File: config.mk
export PLATFORM = sky130hd
export DESIGN_NAME = lbm_fixed_divider
export DESIGN_NICKNAME = d
export VERILOG_FILES = /design/src/rtl/lbm_fixed_divider.sv
export SDC_FILE = /design/constraint.sdc
export NUM_CORES = 1
export LEC_CHECK = 0
export ABC_AREA = 1
export BUFFER_PORTS_ARGS = -buffer_cell sky130_fd_sc_hd__buf_4
export CORE_MARGIN = 2
export CORE_UTILIZATION = 50
export DETAILED_ROUTE_END_ITERATION = 16
export PLACE_DENSITY = 0.67
export REMOVE_ABC_BUFFERS = 1
export SKIP_LAST_GASP = 1
export SLEW_MARGIN = 5
export SYNTH_ARGS = -nofsm -noshare
export SYNTH_HDL_FRONTEND = slang
export SYNTH_SLANG_ARGS = --single-unit
File: constraint.sdc
create_clock -name Clk -period 7.1 [get_ports Clk]
set_input_delay 2.13 -clock Clk [delete_from_list [all_inputs] [get_ports Clk]]
set_output_delay 2.13 -clock Clk [all_outputs]
set_load 0.03 [all_outputs]
File: src/rtl/lbm_fixed_divider.sv
// lbm_fixed_divider: sequential signed fixed-point divider for the LBM velocity step.
// Restoring division, one quotient bit per clock, with sign fix-up and saturation.
//
// Ports:
//   Clk          system clock, rising edge
//   Reset        asynchronous active-high reset
//   div_start    request, sampled only while idle
//   dividend     signed numerator (momentum), Q(DATA_WIDTH-FRAC_BITS).FRAC_BITS
//   divisor      signed denominator (density), same format
//   quotient     signed result, held until the next completion
//   div_valid    one-cycle registered pulse when quotient is updated
//   div_busy     high whenever a division is in progress
//   div_by_zero  status of the last completed division: divisor was zero
//   div_ovf      status of the last completed division: result saturated
//
// Build option: define LBM_DIV_ROUND_EN to round half-up using one extra guard
// iteration; otherwise the result is truncated toward zero.

module lbm_fixed_divider #(
    parameter int unsigned DATA_WIDTH = 32,
    parameter int unsigned FRAC_BITS  = 16
) (
    input  logic                  Clk,
    input  logic                  Reset,
    input  logic                  div_start,
    input  logic [DATA_WIDTH-1:0] dividend,
    input  logic [DATA_WIDTH-1:0] divisor,
    output logic [DATA_WIDTH-1:0] quotient,
    output logic                  div_valid,
    output logic                  div_busy,
    output logic                  div_by_zero,
    output logic                  div_ovf
);

`ifdef LBM_DIV_ROUND_EN
    localparam int unsigned NIter = DATA_WIDTH + FRAC_BITS + 1;
`else
    localparam int unsigned NIter = DATA_WIDTH + FRAC_BITS;
`endif
    // The numerator register doubles as the quotient register: each iteration
    // shifts one numerator bit out of the top and one quotient bit in at the bottom.
    localparam int unsigned NumW      = NIter;
    localparam int unsigned CntW      = $clog2(NIter + 1);
    localparam int unsigned LoadShift = NIter - DATA_WIDTH;

    localparam logic [CntW-1:0]       LastCnt = CntW'(NIter - 1);
    localparam logic [NumW-1:0]       MaxPos  = NumW'({(DATA_WIDTH-1){1'b1}});
    localparam logic [NumW-1:0]       MaxNeg  = MaxPos + NumW'(1);
    localparam logic [DATA_WIDTH-1:0] SatPos  = {1'b0, {(DATA_WIDTH-1){1'b1}}};
    localparam logic [DATA_WIDTH-1:0] SatNeg  = {1'b1, {(DATA_WIDTH-1){1'b0}}};

    typedef enum logic [1:0] {
        StIdle,
        StCalc,
        StFix
    } state_e;

    state_e                state_q, state_d;
    logic [CntW-1:0]       cnt_q, cnt_d;
    logic [NumW-1:0]       num_q, num_d;
    logic [DATA_WIDTH-1:0] rem_q, rem_d;
    logic [DATA_WIDTH:0]   dvs_q, dvs_d;
    logic                  neg_q, neg_d;
    logic                  a_neg_q, a_neg_d;
    logic                  zero_q, zero_d;
    logic [DATA_WIDTH-1:0] quo_q, quo_d;
    logic                  valid_q, valid_d;
    logic                  dbz_q, dbz_d;
    logic                  ovf_q, ovf_d;

    // Operand magnitudes carry one extra bit so -2^(DATA_WIDTH-1) stays exact.
    logic [DATA_WIDTH:0]   ext_a, ext_b, mag_a, mag_b;
    logic [DATA_WIDTH:0]   rem_sh;
    logic [DATA_WIDTH-1:0] rem_sub;
    logic                  ge;
    logic [NumW-1:0]       mag;
    logic [DATA_WIDTH-1:0] neg_res;

    always_comb begin
        ext_a = {dividend[DATA_WIDTH-1], dividend};
        ext_b = {divisor[DATA_WIDTH-1], divisor};
        mag_a = dividend[DATA_WIDTH-1] ? -ext_a : ext_a;
        mag_b = divisor[DATA_WIDTH-1] ? -ext_b : ext_b;
    end

    // Partial remainder is always < divisor <= 2^(DATA_WIDTH-1), so the
    // subtraction result fits in DATA_WIDTH bits.
    always_comb begin
        rem_sh  = {rem_q, num_q[NumW-1]};
        ge      = (rem_sh >= dvs_q);
        rem_sub = DATA_WIDTH'(rem_sh - dvs_q);
    end

`ifdef LBM_DIV_ROUND_EN
    // LSB of num_q is the guard bit; adding it rounds the magnitude half-up.
    always_comb mag = {1'b0, num_q[NumW-1:1]} + NumW'(num_q[0]);
`else
    always_comb mag = num_q;
`endif

    always_comb neg_res = -mag[DATA_WIDTH-1:0];

    always_comb begin
        state_d = state_q;
        cnt_d   = cnt_q;
        num_d   = num_q;
        rem_d   = rem_q;
        dvs_d   = dvs_q;
        neg_d   = neg_q;
        a_neg_d = a_neg_q;
        zero_d  = zero_q;
        quo_d   = quo_q;
        valid_d = 1'b0;
        dbz_d   = dbz_q;
        ovf_d   = ovf_q;

        unique case (state_q)
            StIdle: begin
                if (div_start) begin
                    neg_d   = dividend[DATA_WIDTH-1] ^ divisor[DATA_WIDTH-1];
                    a_neg_d = dividend[DATA_WIDTH-1];
                    zero_d  = (divisor == '0);
                    num_d   = NumW'(mag_a) << LoadShift;
                    dvs_d   = mag_b;
                    rem_d   = '0;
                    cnt_d   = '0;
                    state_d = (divisor == '0) ? StFix : StCalc;
                end
            end
            StCalc: begin
                num_d = {num_q[NumW-2:0], ge};
                rem_d = ge ? rem_sub : rem_sh[DATA_WIDTH-1:0];
                cnt_d = cnt_q + CntW'(1);
                if (cnt_q == LastCnt) begin
                    state_d = StFix;
                end
            end
            StFix: begin
                valid_d = 1'b1;
                state_d = StIdle;
                if (zero_q) begin
                    quo_d = a_neg_q ? SatNeg : SatPos;
                    dbz_d = 1'b1;
                    ovf_d = 1'b0;
                end else begin
                    dbz_d = 1'b0;
                    if (neg_q) begin
                        ovf_d = (mag > MaxNeg);
                        quo_d = (mag > MaxNeg) ? SatNeg : neg_res;
                    end else begin
                        ovf_d = (mag > MaxPos);
                        quo_d = (mag > MaxPos) ? SatPos : mag[DATA_WIDTH-1:0];
                    end
                end
            end
            default: state_d = StIdle;
        endcase
    end

    always_ff @(posedge Clk or posedge Reset) begin
        if (Reset) begin
            state_q <= StIdle;
            cnt_q   <= '0;
            num_q   <= '0;
            rem_q   <= '0;
            dvs_q   <= '0;
            neg_q   <= 1'b0;
            a_neg_q <= 1'b0;
            zero_q  <= 1'b0;
            quo_q   <= '0;
            valid_q <= 1'b0;
            dbz_q   <= 1'b0;
            ovf_q   <= 1'b0;
        end else begin
            state_q <= state_d;
            cnt_q   <= cnt_d;
            num_q   <= num_d;
            rem_q   <= rem_d;
            dvs_q   <= dvs_d;
            neg_q   <= neg_d;
            a_neg_q <= a_neg_d;
            zero_q  <= zero_d;
            quo_q   <= quo_d;
            valid_q <= valid_d;
            dbz_q   <= dbz_d;
            ovf_q   <= ovf_d;
        end
    end

    assign quotient    = quo_q;
    assign div_valid   = valid_q;
    assign div_busy    = (state_q != StIdle);
    assign div_by_zero = dbz_q;
    assign div_ovf     = ovf_q;

endmodule

Word-level counts from Yosys, hierarchy flattened. Cells that the tools add are included.

Register bits: 159. Output and inout bits: 36. Bits in latches: 0. Memories: 0. ROM bits: 0. Memory bits (writable): 0.

Equal/unequal tests: 5. Magnitude comparators: 3. Multipliers: 0. Multiplexer cells: 22. Shifts and indexed selects: 0. Bitwise logic cells: 1. $add $sub $neg: 5. Reduce and logical (&&, ||, !) cells: 7. Div/mod/pow operators: 0.

Operators by type and width (count): 2-to-1 mux 32 bit (8); case mux 48 bit (2 select lines) (1); negation 32 bit (2); case mux 32 bit (2 select lines) (1); > comparator 48 x 31 -> 1 bit (second input constant) (1); > comparator 48 x 32 -> 1 bit (second input constant) (1); 2-to-1 mux 48 bit (1); greater-or-equal comparator 33 bit (1); 2-to-1 mux 33 bit (1); negation 33 bit (1); logical NOT 32 bit (1); subtractor 32 bit (1); case mux 6 bit (2 select lines) (1); adder 6 x 1 -> 6 bit (second input constant) (1); == test 6 bit (second input constant) (1); 2-to-1 mux 2 bit (3); 2-to-1 mux 6 bit (1); AND reduction 2 bit (3); 2-to-1 mux 1 bit (4); != test 2 bit (second input constant) (2); case mux 2 bit (2 select lines) (1); nonzero test 2 bit (2); == test 2 x 1 -> 1 bit (second input constant) (1); == test 2 bit (second input constant) (1); other kinds (2) (2).

Depth between registers and ports, before layout.
Word-level depth: 4. Gate-level depth with buffers: 17. Mapped depth without buffers: 17.

Worst setup path before layout. No wires, ideal clock.

Path kind: input port to flip-flop. From: in divisor[1]. To: reg state_q[0]. Buffers on the path: 0. Data arrival time: 3.378 ns. Setup time: 0.127 ns. Cell stages on the path: 10. Path slack: 3.594 ns. Path through: inv_1 -> ha_1 -> nand3_1 -> inv_1 -> nand2_1 -> inv_1 -> nand2_1 -> nor4_1 -> nor3_1 -> or2_2.

Word-level cells in the longest chain between the ends: 4.

RTL lines: from (decl) (RTL line 27) `input logic [DATA_WIDTH-1:0] divisor,`; logical NOT 32 bit (RTL line 127) `state_d = (divisor == '0) ? StFix : StCalc;`; 2-to-1 mux 2 bit (RTL line 127); 2-to-1 mux 2 bit (RTL line 119) `if (div_start) begin`; case mux 2 bit (2 select lines) (RTL line 117) `unique case (state_q)`; to (signal assigned) (RTL line 162) `state_q <= StIdle;`; to (signal assigned) (RTL line 175) `state_q <= state_d;`; to (decl) (RTL line 58) `state_e state_q, state_d;`.

Every way passes these cells. The select of a mux whose other input is x is not followed. A chain may end at the register's enable or synchronous reset.

Worst setup path in the final report.
From: in div_start. To: reg num_q[47] (netlist: mag[47]).

Word-level cells in the longest chain between the ends: 2.

RTL lines: from (decl) (RTL line 25) `input logic div_start,`; != test 2 bit (no line); AND reduction 2 bit (no line); to (signal assigned) (RTL line 177) `num_q <= num_d;`; to (decl) (RTL line 60) `logic [NumW-1:0] num_q, num_d;`.

Every way passes these cells.

==> metrics.csv <==
stage;metric;value;unit
place;gp_congestion;0.923;
logic_synthesis;synthDistinctLibCells;44;
logic_synthesis;synthAdderAreaFrac;0.0391;
die;die-area;26000;um2
setup_path;crit_type;input port to register;
logic_synthesis;ys_top_cells_by_area;dfrtp_1 (32%), nand2_1 (19%), inv_1 (7.7%), nand3_1 (6.4%), nor2_1 (5.3%);
cts;clkLatencyLatePin;0.44;ns
setup_path;r2r-start;state_q[0];
place;portBuffers;102;
die;rows;57;
sta;rsz0062_at_grt;false;
logic_synthesis;synth_top_family_by_area;simple AND/OR/NAND/NOR gates;
logic_synthesis;ys_seq_area_frac;0.322;
sta;skew;0.0112;ns
power_and_ir_drop;leakagePower;7.30;nW
status;outcome;finished clean;
cells_and_area;diodes;0;
setup_path;reg2reg_depth;10;
logic_synthesis;synth_ff_type;dfrtp_1;
die;num_io_pins;103;
setup_path;timing.rr.end;mag[33];
logic_synthesis;synth_cells;1931;
setup_path;cp_max_fo;65;
logic_synthesis;synth_edf_count;0;
place;dpl.cell_count;2298;
cts;hold_buffers;0;
grt;grt_pass1_wl;57700;um
logic_synthesis;synth.mux.area_fraction;0;
route;ant_nets;0;
die;die_y;161;um
cts;post-cts-setup-buffers;0;
logic_synthesis;yosysTopAreaCellShare;0.322;
flow_run;drv_cap;0;
sta;finalMaxSlewViolations;0;
logic_synthesis;synthSimpleGateAreaFrac;0.374;
place;placed_area;13300;um2
grt;grt_use_total;0.274;
sta;fin_crit;4.81;ns
cts;numCtsBuffers;17;
logic_synthesis;syn_area_per_cell;6.40;um2
power_and_ir_drop;power_density;542;nW/um2
setup_path;cp-end-kind;register;
grt;grt_overflow;0;
route;drt-total-wl;35000;um
sta;tightest_slew;1.26;ns
cts;cts-root-buf;clkbuf_16;
cts;cts_tree;done;
sta;fin_crit_sh;0.677;
setup_path;reg2reg_setup_slack;3.10;ns
setup_path;start_kind;input port;
setup_path;critPathCapture;mag[47];
logic_synthesis;async_reset_ff_frac;1.00;
route;drtPass1Iterations;5;
logic_synthesis;ys_ff_latch;159;
cts;post_cts_resized;0;
logic_synthesis;yosysWarnings;0;
cts;clockBufferDepth;2;
cells_and_area;final_area;13900;um2
grt;grt_max_degree;82;
cells_and_area;num-nets-final;2098;
route;vias;12400;
power_and_ir_drop;ir_worst_vdd;0.188;mV
cells_and_area;drive_gt1_frac;0.0887;
grt;grt_antenna_before_repair;0;
sta;fmax;208;MHz
die;initial_utilization;0.508;
logic_synthesis;yosysTopAreaCell;dfrtp_1;
setup_path;worstPathArrival;5.14;ns
sta;slew_headroom;0.159;
logic_synthesis;syn_area;12400;um2
sta;setup_viol_count_final;0;
route;drtIter0Drc;958;
die;core;24300;um2
cells_and_area;fin_cells;2330;
cells_and_area;areaGrowthSynthToFinish;12.8;%
sta;totalNegativeSetupSlack;0;ns
min_path;hold_path.class;register to register;
grt;grt_pass1_vias;11800;
sta;hold_violations;0;
route;post_drt_wl_per_cell;15.0;um
cts;cts.reportedPaths.clkPinSlew;0.07;ns
cells_and_area;nFillCells;2400;
cts;ctsHtreeMaxLevel;4;
setup_path;startpoint;div_start;
die;die_w;161;um
place;dp_hpwl;25800;um
logic_synthesis;synth_xor_area_frac;0.0446;
setup_path;critPathRequiredTime;7.43;ns
route;via_per_inst;5.32;
route;drc;0;
logic_synthesis;synth_compound_gate_area_share;0.117;
cts;cts.sinks;159;
## synthesized netlist by cell type, types with 18 or more instances
master,count
dfrtp_1,159
xnor2_1,22
xor2_1,41
ha_1,37
nor3_1,21
nand3b_1,40
nand3_1,158
nor2_1,173
nand2_1,626
o21ai_0,124
clkbuf_1,41
o22ai_1,18
a21oi_1,87
nand4_1,28
inv_1,253
## routing by layer
metal / wire length [um] / track usage / vias up
met5: 0 / 0 / -
met4: 1150 / 0.105 / 0
met3: 1730 / 0.0367 / 76
met2: 16600 / 0.468 / 370
li1: - / - / 6297
met1: 15600 / 0.354 / 5653
## how the worst min path moves through the flow
stage | startpoint | end | slack (ns) | cells past startpoint
2_1_floorplan | mag[45] | mag[45] | 0.45 | 2
3_5_place_dp | mag[39] | mag[39] | 0.46 | 2
3_3_place_gp | dvs_q[16] | dvs_q[16] | 0.47 | 2
4_1_cts | quotient[31] | quotient[31] | 0.48 | 2
5_1_grt | dvs_q[11] | dvs_q[11] | 0.51 | 2
6_report | quotient[31] | quotient[31] | 0.48 | 2
## flip-flops by register name, summed over array words and instances (netlist names), 2 cells and up
register / cells
mag: 48
dvs_q: 33
quotient: 32
rem_q: 32
cnt_q: 6
state_q: 2
## area by class of cell
cell class / count / area (um2) / share of cell area
Tap cell: 324 / 405 / 0.0291
Inverter: 260 / 981 / 0.0703
Multi-Input combinational cell: 1446 / 7110 / 0.510
Clock buffer: 17 / 425 / 0.0305
Clock inverter: 15 / 224 / 0.0161
Timing Repair Buffer: 109 / 818 / 0.0587
Sequential cell: 159 / 3980 / 0.285
## placed cells by master (no fill, tap or decap), types with 3 or more instances in the layout
master / count
a21oi_1: 87
a31oi_1: 3
and2_1: 6
buf_4: 109
bufinv_16: 4
clkbuf_16: 17
dfrtp_1: 159
ha_1: 37
inv_1: 252
inv_2: 6
inv_6: 4
inv_8: 4
nand2_1: 626
nand2_2: 4
nand2_4: 3
nand3_1: 158
nand3b_1: 40
nand4_1: 28
nor2_1: 172
nor2_2: 5
nor2_4: 3
nor3_1: 20
nor3_2: 3
o211ai_1: 3
o21ai_0: 124
o21ai_1: 8
o21bai_1: 5
o221ai_1: 8
o22ai_1: 18
or2_2: 7
xnor2_1: 22
xor2_1: 41
## power by group
group / switching (mW) / total [mW] / internal, mW / leakage, nW
Sequential: 0.358 / 1.70 / 1.35 / 1.99
Combinational: 3.18 / 4.82 / 1.64 / 5.00
Clock: 0.434 / 1.04 / 0.603 / 0.312
## critical path: stages
cell     delay (ns)
buf_4          0.08
inv_1          0.06
nor2_4         0.62
inv_2          0.48
nand2_4        0.58
inv_2          0.64
o41ai_2        0.49
## cell families after synthesis
| logic type | after synthesis |
|---|---|
| XOR/XNOR | 63 |
| flip-flops | 159 |
| AO/OA/AOI/OAI | 265 |
| AND/OR/NAND/NOR | 1080 |
| adder cells (fa/ha/maj) | 38 |
| buffers and inverters | 326 |
## metrics by stage
stage	utilization	setup WS (ns)	hold slack, ns	power (mW)
CTS	0.573	2.31	0.484	7.54
finish	0.573	2.29	0.483	7.56
global placement	0.547	1.94	0.467	6.40
floorplan	-	0.678	0.449	5.13
global route	0.573	1.98	0.514	8.28
detailed placement	0.547	1.86	0.465	6.48
No activity file was read; power rests on OpenSTA's default activity.
